[src/rtl/alu_pkg.sv]
// rtl/alu_pkg.sv - RV32I OP/OP-IMM opcode, funct and ALU op constants for the issue stage
package alu_pkg;

  localparam logic [6:0] OPC_OP     = 7'b0110011;
  localparam logic [6:0] OPC_OP_IMM = 7'b0010011;

  localparam logic [2:0] F3_ADD  = 3'b000;
  localparam logic [2:0] F3_SLL  = 3'b001;
  localparam logic [2:0] F3_SLT  = 3'b010;
  localparam logic [2:0] F3_SLTU = 3'b011;
  localparam logic [2:0] F3_XOR  = 3'b100;
  localparam logic [2:0] F3_SR   = 3'b101;
  localparam logic [2:0] F3_OR   = 3'b110;
  localparam logic [2:0] F3_AND  = 3'b111;

  localparam logic [6:0] F7_BASE = 7'b0000000;
  localparam logic [6:0] F7_ALT  = 7'b0100000;

  // op = {imm, alt, 1, funct3}; the register forms are listed, OR in ALU_IMM for OP-IMM
  localparam logic [5:0] ALU_NOP  = 6'b000000;
  localparam logic [5:0] ALU_ADD  = 6'b001000;
  localparam logic [5:0] ALU_SLL  = 6'b001001;
  localparam logic [5:0] ALU_SLT  = 6'b001010;
  localparam logic [5:0] ALU_SLTU = 6'b001011;
  localparam logic [5:0] ALU_XOR  = 6'b001100;
  localparam logic [5:0] ALU_SRL  = 6'b001101;
  localparam logic [5:0] ALU_OR   = 6'b001110;
  localparam logic [5:0] ALU_AND  = 6'b001111;
  localparam logic [5:0] ALU_SUB  = 6'b011000;
  localparam logic [5:0] ALU_SRA  = 6'b011101;
  localparam logic [5:0] ALU_IMM  = 6'b100000;

  typedef struct packed {
    logic [5:0]  op;
    logic [31:0] in1;
    logic [31:0] in2;
    logic [4:0]  rd;
    logic        wb_en;
    logic        illegal;
  } issue_t;

  function automatic logic [5:0] alu_op(input logic is_imm, input logic alt,
                                        input logic [2:0] funct3);
    return {is_imm, alt, 1'b1, funct3};
  endfunction

endpackage

[src/rtl/alu_decode.sv]
// rtl/alu_decode.sv - combinational RV32I OP/OP-IMM decoder producing the ALU issue bundle
// Build option: ALU_ISSUE_BYPASS_EN forwards the writeback port onto register operands.
module alu_decode
  import alu_pkg::*;
(
  input  logic [31:0] instr,
  input  logic [31:0] rs1_data,
  input  logic [31:0] rs2_data,
`ifdef ALU_ISSUE_BYPASS_EN
  input  logic        wb_en,
  input  logic [4:0]  wb_rd,
  input  logic [31:0] wb_data,
`endif
  output logic [4:0]  rs1_addr,
  output logic [4:0]  rs2_addr,
  output issue_t      dec
);

  logic [6:0]  opcode;
  logic [6:0]  funct7;
  logic [2:0]  funct3;
  logic        is_op;
  logic        is_imm;
  logic        is_shift;
  logic        alt;
  logic        legal;
  logic [31:0] src1;
  logic [31:0] src2;

  assign opcode   = instr[6:0];
  assign funct3   = instr[14:12];
  assign funct7   = instr[31:25];
  assign rs1_addr = instr[19:15];
  assign rs2_addr = instr[24:20];

  assign is_op    = (opcode == OPC_OP);
  assign is_imm   = (opcode == OPC_OP_IMM);
  assign is_shift = (funct3 == F3_SLL) || (funct3 == F3_SR);

  assign alt = instr[30] &
               ((is_op  && ((funct3 == F3_ADD) || (funct3 == F3_SR))) ||
                (is_imm &&  (funct3 == F3_SR)));

  always_comb begin
    legal = 1'b0;
    if (is_op) begin
      legal = (funct7 == F7_BASE) ||
              ((funct7 == F7_ALT) && ((funct3 == F3_ADD) || (funct3 == F3_SR)));
    end else if (is_imm) begin
      case (funct3)
        F3_SLL:  legal = (funct7 == F7_BASE);
        F3_SR:   legal = (funct7 == F7_BASE) || (funct7 == F7_ALT);
        default: legal = 1'b1;
      endcase
    end
  end

`ifdef ALU_ISSUE_BYPASS_EN
  // x0 never forwards; rs2 forwarding only matters when in2 is register-sourced
  assign src1 = (wb_en && (wb_rd != 5'd0) && (wb_rd == rs1_addr)) ? wb_data : rs1_data;
  assign src2 = (wb_en && (wb_rd != 5'd0) && (wb_rd == rs2_addr)) ? wb_data : rs2_data;
`else
  assign src1 = rs1_data;
  assign src2 = rs2_data;
`endif

  always_comb begin
    dec.op  = legal ? alu_op(is_imm, alt, funct3) : ALU_NOP;
    dec.in1 = src1;
    if (is_imm) begin
      dec.in2 = is_shift ? {27'b0, instr[24:20]} : {{20{instr[31]}}, instr[31:20]};
    end else begin
      dec.in2 = src2;
    end
    dec.rd      = instr[11:7];
    dec.wb_en   = legal && (instr[11:7] != 5'd0);
    dec.illegal = !legal;
  end

endmodule

[src/rtl/alu_issue.sv]
// rtl/alu_issue.sv - decode/issue stage: single-entry valid/ready register in front of the ALU
// Build option: ALU_ISSUE_BYPASS_EN adds the wb_en/wb_rd/wb_data forwarding port.
module alu_issue
  import alu_pkg::*;
#(
  parameter int         XLEN   = 32,
  parameter logic [5:0] RST_OP = 6'd0
) (
  input  logic            clk,
  input  logic            rst_n,
  input  logic            flush,
  input  logic            in_valid,
  output logic            in_ready,
  input  logic [31:0]     in_instr,
  output logic [4:0]      rs1_addr,
  output logic [4:0]      rs2_addr,
  input  logic [XLEN-1:0] rs1_data,
  input  logic [XLEN-1:0] rs2_data,
`ifdef ALU_ISSUE_BYPASS_EN
  input  logic            wb_en,
  input  logic [4:0]      wb_rd,
  input  logic [XLEN-1:0] wb_data,
`endif
  output logic            out_valid,
  input  logic            out_ready,
  output logic [5:0]      out_op,
  output logic [XLEN-1:0] out_in1,
  output logic [XLEN-1:0] out_in2,
  output logic [4:0]      out_rd,
  output logic            out_wb_en,
  output logic            out_illegal
);

  issue_t dec;
  logic   accept;

  alu_decode u_decode (
    .instr    (in_instr),
    .rs1_data (rs1_data),
    .rs2_data (rs2_data),
`ifdef ALU_ISSUE_BYPASS_EN
    .wb_en    (wb_en),
    .wb_rd    (wb_rd),
    .wb_data  (wb_data),
`endif
    .rs1_addr (rs1_addr),
    .rs2_addr (rs2_addr),
    .dec      (dec)
  );

  assign in_ready = !out_valid || out_ready;
  assign accept   = in_valid && in_ready && !flush;

  // Data fields only move on accept, so a pop or flush leaves the last bundle visible
  always_ff @(posedge clk or negedge rst_n) begin
    if (!rst_n) begin
      out_valid   <= 1'b0;
      out_op      <= RST_OP;
      out_in1     <= '0;
      out_in2     <= '0;
      out_rd      <= 5'd0;
      out_wb_en   <= 1'b0;
      out_illegal <= 1'b0;
    end else if (flush) begin
      out_valid <= 1'b0;
    end else if (accept) begin
      out_valid   <= 1'b1;
      out_op      <= dec.op;
      out_in1     <= dec.in1;
      out_in2     <= dec.in2;
      out_rd      <= dec.rd;
      out_wb_en   <= dec.wb_en;
      out_illegal <= dec.illegal;
    end else if (out_ready) begin
      out_valid <= 1'b0;
    end
  end

endmodule

[config.mk]
export PLATFORM = sky130hd
export DESIGN_NAME = alu_issue
export DESIGN_NICKNAME = d
export VERILOG_FILES = /design/src/rtl/alu_pkg.sv /design/src/rtl/alu_decode.sv /design/src/rtl/alu_issue.sv
export SDC_FILE = /design/constraint.sdc
export NUM_CORES = 1
export LEC_CHECK = 0
export BUFFER_PORTS_ARGS = -buffer_cell sky130_fd_sc_hd__buf_2
export CAP_MARGIN = 20
export CELL_PAD_IN_SITES_DETAIL_PLACEMENT = 0
export CELL_PAD_IN_SITES_GLOBAL_PLACEMENT = 2
export CORE_MARGIN = 2
export CORE_UTILIZATION = 28
export CTS_CLUSTER_SIZE = 12
export DETAILED_ROUTE_END_ITERATION = 12
export GPL_TIMING_DRIVEN = 0
export PLACE_DENSITY_LB_ADDON = 0.1
export SETUP_SLACK_MARGIN = 0.05
export SLEW_MARGIN = 20
export SYNTH_ARGS = -nofsm -noshare
export SYNTH_HDL_FRONTEND = slang
export SYNTH_HIERARCHICAL = 1
export SYNTH_SLANG_ARGS = --single-unit
[constraint.sdc]
create_clock -name clk -period 1.8 [get_ports clk]
set_clock_uncertainty 0.1 [all_clocks]
set_input_delay 0.27 -clock clk [delete_from_list [all_inputs] [get_ports clk]]
set_output_delay 0.27 -clock clk [all_outputs]
set_load 0.01 [all_outputs]
==> flow_summary.yaml, run 1 <==
run_status:
  status: "completed"
global_route:
  grt_max_degree: 54
  met3_usage_pct: 5.17
  met1_usage_pct: 15.2
  overflow: 0
  gr-usage-all-layers_pct: 13.2
  grt_pass1_wl_mm: 14.7
  antenna_found_initial: 0
  grt_pass1_vias: 2925
  gr-usage-met2_pct: 22.4
  grt-busiest-layer: "met2"
power_and_ir_drop:
  switching_share_pct: 24.8
  p_clk_share_pct: 38.9
  power_density_nw_per_um2: 991
  p_comb_share_pct: 19.8
  power_uw: 5200
  irDropWorstVdd_mv: 0.606
  p_int_uw: 3910
  power.switching_uw: 1290
  seqPwrFrac_pct: 41.3
  p_leak_uw: 0.00270
route:
  ant_nets: 0
  drc: 0
  vias: 2802
  drt_iter0_drc: 28
  drt-total-wl_mm: 9.42
  post_drt_wl_per_cell_um: 14.3
  first_pass_iters: 4
  viasPerCell: 4.25
setup_path:
  arrival_ps: 1800
  crit_required_ps: 1910
  slowest_delay_ps: 380
  ff2ff_setup_slack_ps: 110
  path_delay_family: "simple AND/OR/NAND/NOR gates"
  cp_cell_sequence: "nor2b_4, nor3b_4, buf_6, buf_8, mux2_1"
  start_kind: "flip-flop"
  critical_path.max_fanout: 10
  path_class: "flip-flop to flip-flop"
  critPathCaptureType: "flip-flop"
  crit_buf_inv: 2
  crit_slowest_cell: "dfrtp_1"
floorplanning:
  core_um2: 13300
  io_pins: 190
  start_util_pct: 28.9
  die_area_um2: 14700
  dieWidth_um: 121
  row_count: 42
  die_h_um: 121
yosys:
  netlist_area_um2: 3840
  yosysSeqAreaShare_pct: 50.8
  muxShareOfSynthArea_pct: 22.6
  yosys.area_share.adder_pct: 0
  synth-simple-area-share_pct: 8.21
  synth-xor-area-share_pct: 0.228
  yosysTopAreaCellShare_pct: 50.8
  synth_cell_types: 28
  synth-seq-cells: 78
  synth_cells: 311
  synth_area_leaders: "dfrtp_1 51%, mux2_2 14%, buf_4 9.6%"
  synth_top_family_by_area: "multiplexers"
  yosys.area.top_type: "dfrtp_1"
  yosys_warnings: 6
  syn_area_per_cell_um2: 12.3
  synthesis.nets: 412
  synth_compound_gate_area_share_pct: 5.54
sta:
  post-route-period-util_pct: 93.8
  setup_violations: 0
  timing.final.crit_period_ps: 1690
  hold_viol: 0
  rsz0062_at_grt: "yes"
  maxSlewHeadroom_pct: 64.8
  max_clock_freq_mhz: 592
  max_slew.worst_pin.slew_ps: 523
  holdWs_ps: 36.0
  setup_ws_ps: 112
  maxSlewViolCount: 0
placement:
  placed_cell_area_um2: 4850
  place.gp.congestion: 0.706
  dpl.hpwl_mm: 7.16
  io_buffers: 152
  place_ws_ps: -199
layout:
  final_common_cell: "buf_2"
  antennaDiodeCount: 0
  area_delta_synth_final_pct: 36.5
  final_cell_mix: "156 x buf_2, 78 x dfrtp_1, 52 x buf_4"
  drive_gt1_share_pct: 59.2
  fin_area_um2: 5240
  fill_cells: 1369
  nNetsFinal: 579
  final_core_utilization_pct: 39.4
cts:
  cts_sinks: 78
  ctsHtreeMaxLevel: 3
  clk_pin_slew_worst_paths_ps: 60
  worstSkewPairLatency_ps: 330
  cts_tree: "built"
  numCtsBuffers: 9
  cts_root_buf: "clkbuf_16"
  clockBufferDepth: 2
run:
  cap_violations: 0
min_path:
  worstHoldPathType: "primary input to flip-flop"
-- layer usage --
| layer | wire (um) | vias up |
|---|---|---|
| met4 | 136 | 0 |
| met3 | 762 | 14 |
| met5 | 0 | - |
| met1 | 3880 | 1337 |
| li1 | - | 1349 |
| met2 | 4640 | 102 |
-- cells in the mapped netlist, drive strengths merged --
| cell type | count |
|---|---|
| and2 | 1 |
| nor2 | 6 |
| xor2 | 1 |
| mux2 | 77 |
| dfrtp | 78 |
| clkbuf | 1 |
| buf | 63 |
| inv | 3 |
| nand4 | 2 |
| nor3 | 2 |
| nor2b | 1 |
| nand4bb | 1 |
| o21ai | 2 |
| a21oi | 4 |
| nand2 | 30 |
| and3 | 2 |
| a21o | 21 |
| nor3b | 1 |
| or3 | 1 |
| a31o | 1 |
| nand2b | 5 |
| nand3 | 6 |
| nor4 | 1 |
| a32oi | 1 |
-- path summary, 6_finish.rpt --
kind / startpoint / endpoint / depth (start not counted)
worst max-delay path: out_valid / out_in1[25] / 5
worst min-delay path: flush / out_valid / 2
worst max register to register: out_valid / out_in1[25] / 5
worst min register to register: out_in1[4] / out_in1[4] / 1
max in group asynchronous: rst_n / out_in2[27] / 3
min in group asynchronous: rst_n / out_rd[4] / 2
-- flip-flops by register name (all words and copies together) (netlist names) --
| signal | count |
|---|---|
| out_in1 | 32 |
| out_in2 | 32 |
| out_op | 6 |
| out_rd | 5 |
| out_illegal | 1 |
| out_valid | 1 |
| out_wb_en | 1 |
-- final cells by class --
class                      count  area (um^2)  area share (%)
clock inverter                 3         65.1            1.24
clock buffer                  13          270            5.16
sequential                    78         1950            37.2
tap                          176          220            4.20
multi-input combinational    166         1410            26.9
buffer                        64          498            9.50
inverter                       3         11.3           0.215
timing repair buffer         156          816            15.6
-- power by group through the flow --
stage	clock network [uW]	registers (uW)	logic, uW
2_1_floorplan	0	2310	409
3_3_place_gp	0	2160	1030
3_5_place_dp	0	2180	1040
4_1_cts	2110	2150	1050
5_1_grt	2170	2180	1130
6_report	2020	2140	1030
-- cell families (layout without fill, tap and decap cells) --
family | after synthesis | count (layout)
AO/OA/AOI/OAI | 29 | 29
XOR/XNOR | 1 | 1
buffers and inverters | 67 | 239
flip-flops | 78 | 78
multiplexers | 77 | 77
AND/OR/NAND/NOR | 59 | 59
-- through the flow --
stage	setup TNS, ps	std cells
floorplan	0	311
global placement	-35050	639
detailed placement	-5810	640
CTS	0	659
global route	-40.1	659
finish	0	659
-- repair_timing --
item / 4_1_cts / 5_1_grt
buffers inserted: 2 / 0
resized for setup: 3 / 6
hold buffers: 1 / 0
pin swaps: 1 / 1
endpoints found under the setup margin: 70 / 76
endpoints found under the hold margin: 25 / 0
(Power assumes the default switching activity.)
==> run 2: changes to the inputs <==
- ABC_AREA: unset -> 1
- CORE_UTILIZATION: 28 -> 25
==> run 2 against run 1 <==
Routed wire length up 32%. Via count up 34%. Hold slack better by 3.4 ps. Register-to-register slack better by 120 ps. Critical path type is now flip-flop to output pin. Largest cell class unchanged. Largest power group unchanged. Highest routed layer unchanged.
==> flow_summary.yaml, run 2 <==
setup_path:
  crit_buf_inv: 1
  crit_required_ps: 1430
  slowest_delay_ps: 390
  cp_cell_sequence: "nand2_2, buf_2"
  crit_slowest_cell: "dfrtp_1"
  path_class: "flip-flop to output pin"
  arrival_ps: 1220
  start_kind: "flip-flop"
  critPathCaptureType: "output pin"
  critical_path.max_fanout: 17
  path_delay_family: "flip-flops"
placement:
  place_inst: 885
  io_buffers: 152
  place.gp.congestion: 0.747
  dpl.hpwl_mm: 9.41
global_route:
  gr-usage-all-layers_pct: 14.8
  grt_max_degree: 47
  met3_usage_pct: 3.58
  met1_usage_pct: 19.4
  antenna_found_initial: 0
  gr-usage-met2_pct: 23.7
  grt_pass1_vias: 3574
  overflow: 0
  grt-busiest-layer: "met2"
  grt_pass1_wl_mm: 19.3
power_and_ir_drop:
  power_density_nw_per_um2: 936
  p_leak_uw: 0.00319
  power_uw: 5050
  seqPwrFrac_pct: 41.7
  power.switching_uw: 1400
  p_comb_share_pct: 19.6
  p_clk_share_pct: 38.7
  irDropWorstVdd_mv: 0.423
  switching_share_pct: 27.7
  p_int_uw: 3650
floorplanning:
  core_um2: 15800
  io_pins: 190
  row_count: 46
  die_h_um: 131
  dieWidth_um: 131
  start_util_pct: 25.5
  die_area_um2: 17100
yosys:
  synth_cells: 516
  yosys.area.top_type: "dfrtp_1"
  synthTopCellsByCount: "236 x nand2_1, 81 x nand3_1, 78 x dfrtp_1"
  synth_most_common_cell: "nand2_1"
  synthesis.nets: 617
  synth_compound_gate_area_share_pct: 1.68
  yosysSeqAreaShare_pct: 48.6
  muxShareOfSynthArea_pct: 0
  synth_cell_types: 21
  synth_flop_cell: "dfrtp_1"
  synth-simple-area-share_pct: 35.1
  yosys_warnings: 6
  synth-seq-cells: 78
  async_flop_share_pct: 100
  synth_area_leaders: "dfrtp_1 49%, nand2_1 22%, nand3_1 10%"
  synth_edf_count: 0
  synth_top_family_by_area: "simple AND/OR/NAND/NOR gates"
  synth-xor-area-share_pct: 0
  yosysTopAreaCellShare_pct: 48.6
  yosys.area_share.adder_pct: 0
  syn_area_per_cell_um2: 7.78
  netlist_area_um2: 4020
min_path:
  worstHoldPathType: "primary input to flip-flop"
route:
  ant_nets: 0
  drt-total-wl_mm: 12.4
  drt_iter0_drc: 185
  viasPerCell: 4.16
  post_drt_wl_per_cell_um: 13.8
  drc: 0
  first_pass_iters: 4
  vias: 3744
sta:
  post-route-period-util_pct: 88.3
  max_slew.worst_pin.slew_ps: 632
  timing.final.crit_period_ps: 1590
  maxSlewViolCount: 0
  max_clock_freq_mhz: 629
  setup_violations: 0
  maxSlewHeadroom_pct: 57.9
  rsz0062_at_grt: "no"
  hold_viol: 0
layout:
  final_common_cell: "nand2_1"
  final_cell_mix: "236 x nand2_1, 164 x buf_2, 81 x nand3_1"
  drive_gt1_share_pct: 36.2
  reg.largest.list: "out_in1 x32, out_in2 x32, out_op x6"
  nNetsFinal: 781
  final_core_utilization_pct: 34.2
  antennaDiodeCount: 0
  area_delta_synth_final_pct: 34.2
  fin_cells: 899
cts:
  numCtsBuffers: 9
  cts_sinks: 78
  cts_tree: "built"
  clk_pin_slew_worst_paths_ps: 60
  cts_root_buf: "clkbuf_16"
  ctsHtreeMaxLevel: 3
  clockBufferDepth: 2
  post_cts_buffers: 0
  worstSkewPairLatency_ps: 330
run:
  cap_violations: 0
run_status:
  status: "completed"
run 2: cell types whose count changed after synthesis, moves of 9 or more:
cell,change
a21o_1,-21
inv_1,+9
mux2_1,-30
mux2_2,-47
nand2_1,+206
nand3_1,+75
run 2: per-layer routing:
layer  vias up  wire (um)
li1       1897          -
met1      1711       5630
met2       127       5730
met3         9        899
met4         0        153
met5         -          0
run 2: through the flow:
step	area, um^2	hold WS, ps	setup slack (ps)	setup TNS, ps
final	5390	39.4	210	0
after global routing	5390	40.5	60.9	0
after CTS	5390	23.5	180	0
after detailed placement	5070	242	190	0
after global placement	5050	348	-403	-31080
after floorplan	4020	-126	474	0
run 2: power groups by stage:
stage | Clock (uW) | Combinational, uW | Sequential [uW]
after CTS | 2010 | 1020 | 2110
after floorplan | 0 | 402 | 2250
after global routing | 2080 | 1120 | 2130
after detailed placement | 0 | 1020 | 2140
after global placement | 0 | 1010 | 2130
final | 1950 | 991 | 2100
run 2: path summary, 6_finish.rpt:
kind,startpoint,to,slack [ps],depth (start not counted)
max,out_valid,in_ready,210,2
min in group asynchronous,rst_n,out_in1[3],390,2
min reg2reg,out_in1[25],out_in1[25],360,2
max in group asynchronous,rst_n,out_illegal,590,3
min,flush,out_valid,40,2
max reg2reg,out_valid,out_in1[10],230,6
run 2: layout make-up:
cell class	instances	area (um^2)
fill	1776	10400
sequential	78	1950
multi-input combinational	347	1480
timing repair buffer	154	793
buffer	77	537
tap	216	270
clock buffer	10	239
clock inverter	4	72.6
inverter	13	50.0
run 2: cell families (layout without fill, tap and decap cells):
kind of cell / Yosys count / after routing
DFF: 78 / 78
AOI/OAI and AO/OA: 12 / 12
buffers and inverters: 91 / 258
and+or+nand+nor: 335 / 335
run 2: repair_timing:
action	in CTS	in global routing
hold buffers	1	0
endpoints found under the setup margin	1	4
gates resized for setup	0	4
endpoints found under the hold margin	45	0
